$ cat src/rtl/wmb_pkg.sv
// Shared types and default configuration for the write merge buffer.
package wmb_pkg;

    typedef enum logic [1:0] {
        EMPTY = 2'd0,
        MERGE = 2'd1,
        DRAIN = 2'd2
    } wmb_state_e;

    localparam int unsigned DEF_LINE_BYTES = 16;
    localparam int unsigned DEF_WORD_BYTES = 2;
    localparam int unsigned DEF_ADDR_W     = 16;
    localparam int unsigned DEF_TIMEOUT    = 8;

endpackage

$ cat src/rtl/byte_lane_merge.sv
// Combinational placement of one store word into a cache line image and its byte mask.
module byte_lane_merge #(
    parameter  int unsigned LINE_BYTES = wmb_pkg::DEF_LINE_BYTES,
    parameter  int unsigned WORD_BYTES = wmb_pkg::DEF_WORD_BYTES,
    localparam int unsigned WORDS      = LINE_BYTES / WORD_BYTES,
    localparam int unsigned IDX_W      = (WORDS > 1) ? $clog2(WORDS) : 1
) (
    input  logic [LINE_BYTES*8-1:0] line_data_i,
    input  logic [LINE_BYTES-1:0]   line_mask_i,
    input  logic [IDX_W-1:0]        word_idx_i,
    input  logic [WORD_BYTES*8-1:0] wdata_i,
    input  logic [WORD_BYTES-1:0]   be_i,
    output logic [LINE_BYTES*8-1:0] line_data_o,
    output logic [LINE_BYTES-1:0]   line_mask_o
);

    always_comb begin
        line_data_o = line_data_i;
        line_mask_o = line_mask_i;
        for (int unsigned w = 0; w < WORDS; w++) begin
            if (word_idx_i == IDX_W'(w)) begin
                for (int unsigned b = 0; b < WORD_BYTES; b++) begin
                    if (be_i[b]) begin
                        line_data_o[(w*WORD_BYTES+b)*8 +: 8] = wdata_i[b*8 +: 8];
                        line_mask_o[w*WORD_BYTES+b]          = 1'b1;
                    end
                end
            end
        end
    end

endmodule

$ cat src/rtl/write_merge_buffer.sv
// Single-line store merge buffer: collects byte stores to one cache line and
// drains the merged line on full mask, flush, line conflict or idle timeout.
module write_merge_buffer
    import wmb_pkg::*;
#(
    parameter int unsigned LINE_BYTES = DEF_LINE_BYTES,
    parameter int unsigned WORD_BYTES = DEF_WORD_BYTES,
    parameter int unsigned ADDR_W     = DEF_ADDR_W,
    parameter int unsigned TIMEOUT    = DEF_TIMEOUT
) (
    input  logic                                 clk,
    input  logic                                 rst_n,
    input  logic                                 st_valid,
    output logic                                 st_ready,
    input  logic [ADDR_W-1:0]                    st_addr,
    input  logic [WORD_BYTES*8-1:0]              st_wdata,
    input  logic [WORD_BYTES-1:0]                st_be,
    input  logic                                 flush,
    output logic                                 wb_valid,
    input  logic                                 wb_ready,
    output logic [ADDR_W-$clog2(LINE_BYTES)-1:0] wb_line_addr,
    output logic [LINE_BYTES*8-1:0]              wb_data,
    output logic [LINE_BYTES-1:0]                wb_mask,
    output logic                                 busy
);

    localparam int unsigned OFF_W  = $clog2(LINE_BYTES);
    localparam int unsigned WOFF_W = $clog2(WORD_BYTES);
    localparam int unsigned WORDS  = LINE_BYTES / WORD_BYTES;
    localparam int unsigned IDX_W  = (WORDS > 1) ? $clog2(WORDS) : 1;
    localparam int unsigned LA_W   = ADDR_W - OFF_W;
    localparam int unsigned CNT_W  = (TIMEOUT > 0) ? $clog2(TIMEOUT + 1) : 1;

    wmb_state_e              state_q, state_d;
    logic [LA_W-1:0]         line_q, line_d;
    logic [LINE_BYTES*8-1:0] data_q, data_d;
    logic [LINE_BYTES-1:0]   mask_q, mask_d;
    logic [CNT_W-1:0]        idle_q, idle_d;

    logic [LA_W-1:0]         st_line;
    logic                    line_hit;
    logic [IDX_W-1:0]        word_idx;
    logic [LINE_BYTES*8-1:0] base_data, merged_data;
    logic [LINE_BYTES-1:0]   base_mask, merged_mask;
    logic [CNT_W-1:0]        idle_inc;
    logic                    timeout_hit;
    logic                    unused_addr_bits;

    assign st_line          = st_addr[ADDR_W-1:OFF_W];
    assign line_hit         = (st_line == line_q);
    assign unused_addr_bits = ^st_addr[OFF_W-1:0];

    if (WORDS > 1) begin : g_word_idx
        assign word_idx = st_addr[OFF_W-1:WOFF_W];
    end else begin : g_single_word
        assign word_idx = '0;
    end

    // A store accepted in EMPTY merges onto a cleared line rather than stale data.
    assign base_data = (state_q == EMPTY) ? '0 : data_q;
    assign base_mask = (state_q == EMPTY) ? '0 : mask_q;

    byte_lane_merge #(
        .LINE_BYTES (LINE_BYTES),
        .WORD_BYTES (WORD_BYTES)
    ) u_merge (
        .line_data_i (base_data),
        .line_mask_i (base_mask),
        .word_idx_i  (word_idx),
        .wdata_i     (st_wdata),
        .be_i        (st_be),
        .line_data_o (merged_data),
        .line_mask_o (merged_mask)
    );

    assign idle_inc    = idle_q + CNT_W'(1);
    assign timeout_hit = (TIMEOUT != 0) && (idle_inc == CNT_W'(TIMEOUT));

    always_ff @(posedge clk or negedge rst_n) begin
        if (!rst_n) begin
            state_q <= EMPTY;
            line_q  <= '0;
            data_q  <= '0;
            mask_q  <= '0;
            idle_q  <= '0;
        end else begin
            state_q <= state_d;
            line_q  <= line_d;
            data_q  <= data_d;
            mask_q  <= mask_d;
            idle_q  <= idle_d;
        end
    end

    always_comb begin
        state_d  = state_q;
        line_d   = line_q;
        data_d   = data_q;
        mask_d   = mask_q;
        idle_d   = idle_q;
        st_ready = 1'b0;
        unique case (state_q)
            EMPTY: begin
                st_ready = 1'b1;
                if (st_valid) begin
                    line_d  = st_line;
                    data_d  = merged_data;
                    mask_d  = merged_mask;
                    idle_d  = '0;
                    state_d = MERGE;
                end
            end
            MERGE: begin
                st_ready = !flush && line_hit;
                if (flush || (st_valid && !line_hit)) begin
                    state_d = DRAIN;
                end else if (st_valid) begin
                    data_d = merged_data;
                    mask_d = merged_mask;
                    idle_d = '0;
                    if (&merged_mask) begin
                        state_d = DRAIN;
                    end
                end else begin
                    idle_d = idle_inc;
                    if (timeout_hit) begin
                        state_d = DRAIN;
                    end
                end
            end
            DRAIN: begin
                if (wb_ready) begin
                    mask_d  = '0;
                    idle_d  = '0;
                    state_d = EMPTY;
                end
            end
            default: state_d = EMPTY;
        endcase
    end

    assign wb_valid     = (state_q == DRAIN);
    assign busy         = (state_q != EMPTY);
    assign wb_line_addr = line_q;
    assign wb_data      = data_q;
    assign wb_mask      = mask_q;

endmodule

$ cat config.mk
export PLATFORM = sky130hd
export DESIGN_NAME = write_merge_buffer
export DESIGN_NICKNAME = d
export VERILOG_FILES = /design/src/rtl/wmb_pkg.sv /design/src/rtl/byte_lane_merge.sv /design/src/rtl/write_merge_buffer.sv
export SDC_FILE = /design/constraint.sdc
export NUM_CORES = 1
export LEC_CHECK = 0
export BUFFER_PORTS_ARGS = -buffer_cell sky130_fd_sc_hd__buf_2
export CORE_UTILIZATION = 49
export CTS_BUF_LIST = sky130_fd_sc_hd__clkbuf_4
export DETAILED_ROUTE_END_ITERATION = 10
export GPL_TIMING_DRIVEN = 0
export PLACE_DENSITY = 0.79
export SLEW_MARGIN = 20
export SYNTH_ARGS = -nofsm -noshare
export SYNTH_HDL_FRONTEND = slang
export SYNTH_SLANG_ARGS = --single-unit
$ cat constraint.sdc
create_clock -name clk -period 2.23 [get_ports clk]
set_input_delay 0 -clock clk [delete_from_list [all_inputs] [get_ports clk]]
set_output_delay 0 -clock clk [all_outputs]
set_load 0.005 [all_outputs]
==> results of run 1 <==
[worst min path at each step]
stage                                  to  slack (ps)  cells past startpoint
final                          wb_mask[4]         150                      5
after global routing           wb_mask[1]         130                      5
after CTS                     wb_data[66]        -100                      2
after detailed placement      wb_data[79]          10                      1
after global placement    wb_line_addr[7]         260                      2
after floorplan                 idle_q[0]        -300                      0
[state kept, by name, indices dropped and copies added, names as in the netlist]
signal,flops
wb_data,128
state_q,2
wb_line_addr,12
idle_q,4
wb_mask,16
[layout by cell type, fill, tap and decap left out, types with 6 or more instances in the layout]
master,n
buf_2,182
dfrtp_1,162
a22o_1,128
dlygate4sd3_1,33
clkbuf_4,21
a22oi_1,19
nor2_1,18
buf_6,18
clkbuf_1,17
nand2_1,17
buf_1,17
a2111oi_4,16
o22a_1,16
mux2_2,13
xor2_1,12
nand3_1,11
buf_4,10
a31oi_1,9
nor2b_1,8
nor3_1,8
nand2b_1,6
o21ai_0,6
[worst max-delay path, stage by stage, from the launching register on]
cell and delay (ps):
dfrtp_1 340, clkbuf_1 250, clkbuf_1 460, clkbuf_1 510, a21oi_2 60, buf_2 160
[Yosys cell counts, types with 2 or more instances]
master and instances:
a2111oi_4 16, a21boi_0 2, a21o_1 2, a21oi_1 9
a22o_1 128, a22oi_1 19, a31oi_1 14, and3_1 2
and4b_1 2, buf_1 19, buf_2 5, clkbuf_1 20
dfrtp_1 162, inv_1 4, mux2_2 13, nand2_1 17
nand2b_1 6, nand3_1 11, nand3b_1 2, nand4_1 3
nor2_1 19, nor2b_1 8, nor3_1 8, nor3b_1 2
nor4_1 2, nor4bb_1 3, o211ai_1 3, o21ai_0 6
o22a_1 16, xor2_1 12
[timing repair]
item                                   CTS  global route
endpoints found under the hold margin  308             8
setup endpoints to repair              151           151
hold buffers                            32             1
buffers inserted                        25             4
pin swaps                               20            13
cloned                                   1             2
resized for setup                       24            22
[power groups by stage]
stage / logic, W / registers (W) / clock network, W
after floorplan: 0.00129 / 0.00366 / 0
after global placement: 0.00215 / 0.00364 / 0
after detailed placement: 0.00223 / 0.00367 / 0
after CTS: 0.00236 / 0.00362 / 0.00166
after global routing: 0.00266 / 0.00367 / 0.00178
final: 0.00249 / 0.00363 / 0.00161
[routing by layer]
layer | GRT usage (%) | vias up
met5 | 0 | -
met4 | 9.60 | 0
met3 | 8.97 | 52
met2 | 48.0 | 355
met1 | 39.1 | 3120
li1 | - | 2685
[stage by stage]
stage / worst slack (ps) / instances / util (%)
floorplan: 120 / 553 / -
global placement: -993 / 910 / 58.9
detailed placement: -529 / 911 / 59.1
CTS: -137 / 1000 / 65.5
global route: -225 / 1008 / 66.4
finish: -135 / 1008 / 66.4
[kinds of logic after synthesis]
family	synth area share [%]
AO/OA/AOI/OAI	29.3
adder cells (fa/ha/maj)	0.175
flip-flops	56.7
AND/OR/NAND/NOR	6.99
multiplexers	2.19
XOR/XNOR	1.47
buffers and inverters	3.20
[layout make-up]
class | instances | area share (%)
flip-flops and latches | 162 | 43.5
multi-input cells | 339 | 31.6
repair buffers | 242 | 17.0
plain buffers | 46 | 2.48
well taps | 180 | 2.42
clock buffers | 19 | 1.53
clock inverters | 13 | 1.22
inverters | 5 | 0.201
diodes | 2 | 0.0537
==> qor.yml, run 1 <==
detailed_routing:
  top_layer: "met4"
  firstDrtPassIters: 5
  vias: 6212
  drc_errors: 0
  drt_iter0_markers: 561
  ant_nets: 0
  totalWireLength_um: 22200
  via_per_inst: 6.16
  wl_met1_um: 8810
  wl_per_cell_um: 22.0
  wl_met2_um: 10700
  met3_length_um: 2090
pwr:
  p_sw_w: 0.00285
  p_int_w: 0.00488
  power_frac_seq_pct: 46.9
  p_leak_nw: 4.65
  clock_power_share_pct: 20.9
  combinationalPowerShare_pct: 32.2
  switching_share_pct: 36.9
  pwr_density_cell_mw_per_mm2: 829
  peakVddDrop_v: 0.000555
  total_power_w: 0.00773
worst_setup_path:
  critical_path.startpoint: "state_q[1]"
  rr_worst_depth: 9
  path_class: "flip-flop to output port"
  startpoint_type: "flip-flop"
  cp_data_required_time_ps: 2230
  rr_startpoint: "wb_line_addr[11]"
  crit_arrival_ps: 2360
  crit_path_end_kind: "output port"
  reg2reg_slack_ps: -120
  r2r_end: "wb_data[13]"
  worstSetupEndpoint: "st_ready"
  cp_max_fo: 10
clocking:
  clkSinkCount: 162
  clk_latency_ps: 560
  root_buffer: "clkbuf_4"
  htree_levels: 4
  clockBufferDepth: 2
  cts_buffers: 17
  cts.clk_slew.worst_paths_ps: 140
  cts_tree: "yes"
sta:
  rsz0062_at_grt: "yes"
  setup_slack_ps: -135
  tightestPinTransition_ps: 1120
  hold_violations: 0
  finalSetupViolations: 123
  finalClockSkew_ps: 13.9
  fin_hold_ws_ps: 150
  slew_headroom_pct: 25.2
  fin_tns_setup_ps: -8500
  timing.final.max_slew_violations: 0
  period_needed_ps: 2360
  period_share_pct: 106
  fmaxAchievable_ghz: 0.423
floorplan:
  dieWidth_um: 123
  core_mm2: 0.0140
  pin_count: 198
  die_area_mm2: 0.0151
  start_util_pct: 51.0
  dieHeight_um: 123
  num_rows: 43
placement:
  finalWeightedCongestion: 0.983
  hpwlAfterDp_um: 14600
  portBuffers: 177
  detailed_place.area_mm2: 0.00830
worst_hold_path:
  worstHoldStart: "st_addr[1]"
  hp-class: "primary input to flip-flop"
yosys:
  seq_area_frac_synth_pct: 56.7
  yosysUniqueCellTypes: 48
  synth_largest_area_cell: "dfrtp_1"
  synth_flop_cell: "dfrtp_1"
  netlist_top_cells_area: "dfrtp_1 57%, a22o_1 16%, a2111oi_4 6.2%"
  synthesis.area_mm2: 0.00716
  synth_top_area_share_pct: 56.7
  syn_inst: 553
  synth_edf_count: 0
  ys_ff_latch: 162
  syn_nets: 593
  synthArstFlopShare_pct: 100
  avgSynthCellArea_um2: 12.9
  yosysWarnings: 0
final_layout:
  num-fill-cells: 1054
  area_growth_pct: 30.3
  multiInputGateArea_mm2: 0.00295
  seq_area_mm2: 0.00405
  drive_gt1_share_pct: 35.7
  nets: 853
  final_area_mm2: 0.00933
global_route:
  overflow: 0
  antenna_found_initial: 1
  grt_max_degree: 88
  first_global_vias: 5968
  grt_pass1_wl_um: 33300
  grtUsageTotal_pct: 30.0
job:
  max_cap_violations: 0
status:
  violations: "setup timing"
  status: "complete, but fails checks"
Power figures use the tool's default switching activity.
==> run 2: changes to the inputs <==
--- a/config.mk
+++ b/config.mk
@@ -5,12 +5,13 @@
 export SDC_FILE = /design/constraint.sdc
 export NUM_CORES = 1
 export LEC_CHECK = 0
-export BUFFER_PORTS_ARGS = -buffer_cell sky130_fd_sc_hd__buf_2
+export BUFFER_PORTS_ARGS = -buffer_cell sky130_fd_sc_hd__buf_4
 export CORE_UTILIZATION = 49
 export CTS_BUF_LIST = sky130_fd_sc_hd__clkbuf_4
 export DETAILED_ROUTE_END_ITERATION = 10
 export GPL_TIMING_DRIVEN = 0
 export PLACE_DENSITY = 0.79
+export SKIP_CTS_REPAIR_TIMING = 1
 export SLEW_MARGIN = 20
 export SYNTH_ARGS = -nofsm -noshare
 export SYNTH_HDL_FRONTEND = slang
==> constraint.sdc (replaced) <==
create_clock -name clk -period 2.23 [get_ports clk]
set_input_delay 0.446 -clock clk [delete_from_list [all_inputs] [get_ports clk]]
set_output_delay 0.446 -clock clk [all_outputs]
set_load 0.005 [all_outputs]
==> run 2 against run 1 <==
Against the previous run:
- the run still ends with setup timing left
- cell area up 0.63%
- critical path depth up 2
- die area unchanged
- global-route usage down 1.6 points
- power up 5.5%
==> qor.yml, run 2 (synthesis gave the netlist of run 1 again) <==
placement:
  hpwlAfterDp_um: 15000  # +2.7%
  finalWeightedCongestion: 0.980  # -0.32%
  dp.cells: 911  # unchanged
  portBuffers: 177  # unchanged
detailed_routing:
  drc_errors: 0  # unchanged
  drt_iter0_markers: 540  # -3.7%
  wl_per_cell_um: 22.1  # +0.24%
  firstDrtPassIters: 5  # unchanged
  vias: 5976  # -3.8%
  totalWireLength_um: 21200  # -4.2%
  ant_nets: 0  # unchanged
  via_per_inst: 6.21  # +0.70%
final_layout:
  multiInputGateArea_mm2: 0.00295  # -0.17%
  seq_area_mm2: 0.00405  # unchanged
  drive_gt1_share_pct: 36.7  # +0.94 points
  largest_register_ffs: 128  # unchanged
  area_growth_pct: 31.1
  layout_common_cells: "182 x buf_4, 162 x dfrtp_1, 128 x a22o_1, 19 x a22oi_1"
  antennaDiodeCount: 0  # -2
  num-fill-cells: 1029  # -2.4%
  layout_commonest_cell: "buf_4"
  nets: 812  # -4.8%
  utilization_pct: 66.8  # +0.42 points
  instances_no_fill: 963  # -4.5%
global_route:
  grtUsageTotal_pct: 28.4  # -1.6 points
  grt_max_degree: 92  # +4.5%
  overflow: 0  # unchanged
  antenna_found_initial: 0  # -1
  grt_pass1_wl_um: 31900  # -4.4%
  first_global_vias: 5720  # -4.2%
job:
  max_cap_violations: 0  # unchanged
worst_hold_path:
  whs_path_depth: 2  # -3
  worstHoldStart: "st_addr[15]"
  hp-class: "primary input to flip-flop"
  min_to: "wb_line_addr[11]"
clocking:
  root_buffer: "clkbuf_4"
  clkSinkCount: 162  # unchanged
  htree_levels: 4  # unchanged
  cts_tree: "yes"
  cts.clk_slew.worst_paths_ps: 130  # about the same
  clockBufferDepth: 2  # unchanged
  cts_buffers: 17  # unchanged
  clk_latency_ps: 560  # about the same
sta:
  timing.final.max_slew_violations: 0  # unchanged
  finalSetupViolations: 118  # -4.1%
  finalClockSkew_ps: 16.6  # +2.72 ps
  period_needed_ps: 2660  # +297 ps
  hold_violations: 0  # unchanged
  setup_slack_ps: -432  # -297 ps
  slew_headroom_pct: 41.2  # +16 points
  fmaxAchievable_ghz: 0.376  # -11%
  period_share_pct: 119  # +13 points
  rsz0062_at_grt: "yes"
  tightestPinTransition_ps: 879  # -243 ps
worst_setup_path:
  cp_data_required_time_ps: 1780  # -450 ps
  r2r_end: "wb_data[0]"
  crit_path_end_kind: "output port"
  cp_max_fo: 4  # -6
  path_class: "flip-flop to output port"
  reg2reg_slack_ps: -170  # -50 ps
  startpoint_type: "flip-flop"
  rr_worst_depth: 6  # -3
  crit_arrival_ps: 2220  # -140 ps
  rr_startpoint: "wb_line_addr[7]"
floorplan:
  core_mm2: 0.0140  # unchanged
  start_util_pct: 51.0  # unchanged
  pin_count: 198  # unchanged
  die_area_mm2: 0.0151  # unchanged
  dieHeight_um: 123  # unchanged
  num_rows: 43  # unchanged
  dieWidth_um: 123  # unchanged
status:
  status: "complete, but fails checks"
  violations: "setup timing"
pwr:
  p_leak_nw: 4.51  # -3.1%
  peakVddDrop_v: 0.000530  # -4.5%
  pwr_density_cell_mw_per_mm2: 869  # +4.8%
run 2: routing by layer:
metal | global-route usage, % | part of all wire (%)
met1 | 38.1 | 41
met2 | 44.0 | 48
met3 | 8.32 | 8.6
met4 | 9.68 | 2.2
met5 | 0 | 0
run 2: worst max path at each step:
stage                       end       startpoint  slack [ps]
floorplan            wb_mask[2]       st_addr[7]         100
global placement    wb_data[74]       st_addr[7]        -560
detailed placement  wb_data[72]       st_addr[7]        -650
CTS                    st_ready       state_q[0]        -900
global route           st_ready  wb_line_addr[9]        -580
finish                 st_ready  wb_line_addr[7]        -430
run 2: power by group:
part	total [W]	internal, W	switching [W]
clock network	0.00192	0.000886	0.00103
registers	0.00365	0.00332	0.000324
logic	0.00259	0.00114	0.00145
run 2: worst max-delay path, stage by stage (launching register included):
cell and delay (ps):
dfrtp_1 430, xor2_1 180, nor4_2 340, nand4_1 200, buf_12 170, buf_12 120
a21oi_4 120, buf_6 110
run 2: layout make-up:
class	count	area share (%)
timing repair buffer	201	17.1
clock inverter	13	1.97
tap	180	2.40
sequential	162	43.2
buffer	46	2.40
clock buffer	17	1.36
inverter	5	0.200
multi-input combinational	339	31.4
run 2: metrics by stage:
stage	instance area [um2]	power (W)	hold slack [ps]	worst slack, ps	TNS, ps
6_report	9380	0.00815	140	-432	-8630
5_1_grt	9380	0.00854	103	-583	-24820
4_1_cts	9060	0.00804	-190	-904	-53960
3_5_place_dp	8740	0.00615	447	-648	-70080
3_3_place_gp	8710	0.00603	486	-558	-59410
2_1_floorplan	7160	0.00496	150	96.2	0
==> run 3: changes to the inputs <==
--- a/config.mk
+++ b/config.mk
@@ -6,11 +6,11 @@
 export NUM_CORES = 1
 export LEC_CHECK = 0
 export BUFFER_PORTS_ARGS = -buffer_cell sky130_fd_sc_hd__buf_4
-export CORE_UTILIZATION = 49
+export CORE_UTILIZATION = 50
 export CTS_BUF_LIST = sky130_fd_sc_hd__clkbuf_4
 export DETAILED_ROUTE_END_ITERATION = 10
 export GPL_TIMING_DRIVEN = 0
-export PLACE_DENSITY = 0.79
+export PLACE_DENSITY = 0.77
 export SKIP_CTS_REPAIR_TIMING = 1
 export SLEW_MARGIN = 20
 export SYNTH_ARGS = -nofsm -noshare
==> constraint.sdc (replaced) <==
create_clock -name clk -period 3.06 [get_ports clk]
set_input_delay 0.612 -clock clk [delete_from_list [all_inputs] [get_ports clk]]
set_output_delay 0.612 -clock clk [all_outputs]
set_load 0.005 [all_outputs]
==> run 3 against run 2 <==
Against the previous run:
- the flow finishes with violations (hold timing)
- worst setup slack better by 520 ps
- clock skew shrank 2.2 ps
- highest routed layer unchanged
- sequential cell count unchanged
- combinational power fell by 30%
- sequential power shrank 27%
- power decreased by 30%
- via count down 0.97%
- core utilization fell by 1.7 points
- final cell count is 1.9% lower
- critical path depth stayed put
==> qor.yml, run 3 (synthesis gave the netlist of run 1 again) <==
sta:
  hold_violations: 3  # +3
  setup_slack_ps: 84.9  # +516 ps
  tightestPinTransition_ps: 1170  # +292 ps
  fmaxAchievable_ghz: 0.336
  period_share_pct: 97.2
  finalSetupViolations: 0  # -100%
  slew_headroom_pct: 21.9  # -19 points
  period_needed_ps: 2980
  timing.final.max_slew_violations: 0  # unchanged
  finalClockSkew_ps: 14.4  # -2.20 ps
  fin_hold_ws_ps: -11.4  # -151 ps
floorplan:
  die_area_mm2: 0.0148  # -2.0%
  dieHeight_um: 122  # -0.99%
  pin_count: 198  # unchanged
  num_rows: 43  # unchanged
  start_util_pct: 51.4  # +0.39 points
  dieWidth_um: 122  # -0.99%
  core_mm2: 0.0139  # -0.77%
status:
  violations: "hold timing"
  status: "complete, but fails checks"
detailed_routing:
  vias: 5918  # -0.97%
  via_per_inst: 6.26  # +0.92%
  wl_per_cell_um: 22.1  # +0.20%
  wl_met2_um: 9950  # -2.6%
  met3_length_um: 1460  # -20%
  firstDrtPassIters: 5  # unchanged
  wl_met1_um: 8930  # +2.3%
  ant_nets: 0  # unchanged
  totalWireLength_um: 20900  # -1.7%
  drt_iter0_markers: 461  # -15%
  top_layer: "met4"
  drc_errors: 0  # unchanged
final_layout:
  nets: 791  # -2.6%
  num-fill-cells: 1071  # +4.1%
  area_growth_pct: 26.8
  utilization_pct: 65.1  # -1.7 points
  layout_commonest_cell: "buf_4"
  layout_common_cells: "178 x buf_4, 162 x dfrtp_1, 128 x a22o_1, 19 x nor2_1, 19 x a22oi_1"
  largest_register_ffs: 128  # unchanged
  drive_gt1_share_pct: 33.5  # -3.1 points
clocking:
  cts.clk_slew.worst_paths_ps: 130  # about the same
  htree_levels: 4  # unchanged
  cts_buffers: 17  # unchanged
  clk_latency_ps: 590  # +30 ps
  clkSinkCount: 162  # unchanged
  root_buffer: "clkbuf_4"
  cts_tree: "yes"
  clockBufferDepth: 2  # unchanged
pwr:
  peakVddDrop_v: 0.000328  # -38%
  pwr_density_cell_mw_per_mm2: 631  # -27%
  total_power_w: 0.00572  # -30%
  p_leak_nw: 4.35  # -3.6%
worst_setup_path:
  path_class: "flip-flop to output port"
  crit_arrival_ps: 2360  # +140 ps
  startpoint_type: "flip-flop"
  path_common_cell: "buf_12"
  path_delay_family: "simple AND/OR/NAND/NOR gates"
  crit_path_end_kind: "output port"
  critPathBufInv: 3  # unchanged
  crit_chain: "xor2_1 > nor4_2 > nand4_1 > buf_12 > buf_12 > a21oi_4 > buf_6"
  crit_path_max_incr_delay_ps: 420  # about the same
  cp_data_required_time_ps: 2450  # +670 ps
  cp_max_fo: 10  # +6
  slowest_stage: "dfrtp_1"
global_route:
  antenna_found_initial: 1  # +1
  overflow: 0  # unchanged
  grtUsageTotal_pct: 28.8  # +0.39 points
  grt_pass1_wl_um: 32100  # +0.67%
  grt_max_degree: 89  # -3.3%
  first_global_vias: 5888  # +2.9%
placement:
  post-place-ws_ps: -57.5  # +591 ps
  portBuffers: 177  # unchanged
  finalWeightedCongestion: 0.885  # -9.7%
  hpwlAfterDp_um: 14800  # -0.72%
job:
  max_cap_violations: 0  # unchanged
worst_hold_path:
  hp-class: "primary input to async pin"
## run 3: changes by cell type in the layout (fill, tap and decap cells not counted), sizes merged
cell	delta
diode	+1
clkinvlp	+2
clkinv	+2
inv	-1
bufinv	-2
dlygate4sd3	-1
buf	-17
clkbuf	-2
## run 3: layer usage
layer | vias to the layer above | track usage (%)
met1 | 3052 | 37.8
met5 | - | 0
li1 | 2558 | -
met4 | 0 | 12.0
met2 | 259 | 45.3
met3 | 49 | 7.68
## run 3: final timing paths
path / startpoint / end / slack, ps / cells past startpoint
worst max-delay path: wb_line_addr[9] / st_ready / 80 / 7
worst min-delay path: rst_n / wb_line_addr[3] / -10 / 1
worst max register to register: state_q[1] / wb_data[74] / 310 / 6
worst min register to register: wb_data[97] / wb_data[97] / 510 / 1
max in group asynchronous: rst_n / wb_data[116] / 2250 / 2
min in group clk: st_addr[13] / wb_line_addr[9] / 260 / 2
## run 3: report_power, final
group	switching, W	internal [W]
clock network	0.000770	0.000488
logic	0.00101	0.000798
registers	0.000235	0.00242
total	0.00202	0.00371
## run 3: metrics by stage
stage	TNS [ps]	cell area (um2)	std cells	hold slack [ps]
final	0	9070	945	-11.4
after global routing	-39.6	9070	945	5.99
after CTS	-292	9020	943	1.02
after detailed placement	-476	8740	911	483
after global placement	0	8710	910	487
after floorplan	0	7160	553	316
## run 3: final cells by class
class | instances | area [um2] | area share, %
clock inverter | 14 | 138 | 1.52
tap | 180 | 225 | 2.48
timing repair buffer | 180 | 1380 | 15.2
buffer | 46 | 218 | 2.40
multi-input combinational | 339 | 2900 | 31.9
inverter | 5 | 18.8 | 0.207
clock buffer | 18 | 135 | 1.49
sequential | 162 | 4050 | 44.7
antenna | 1 | 2.50 | 0.0276
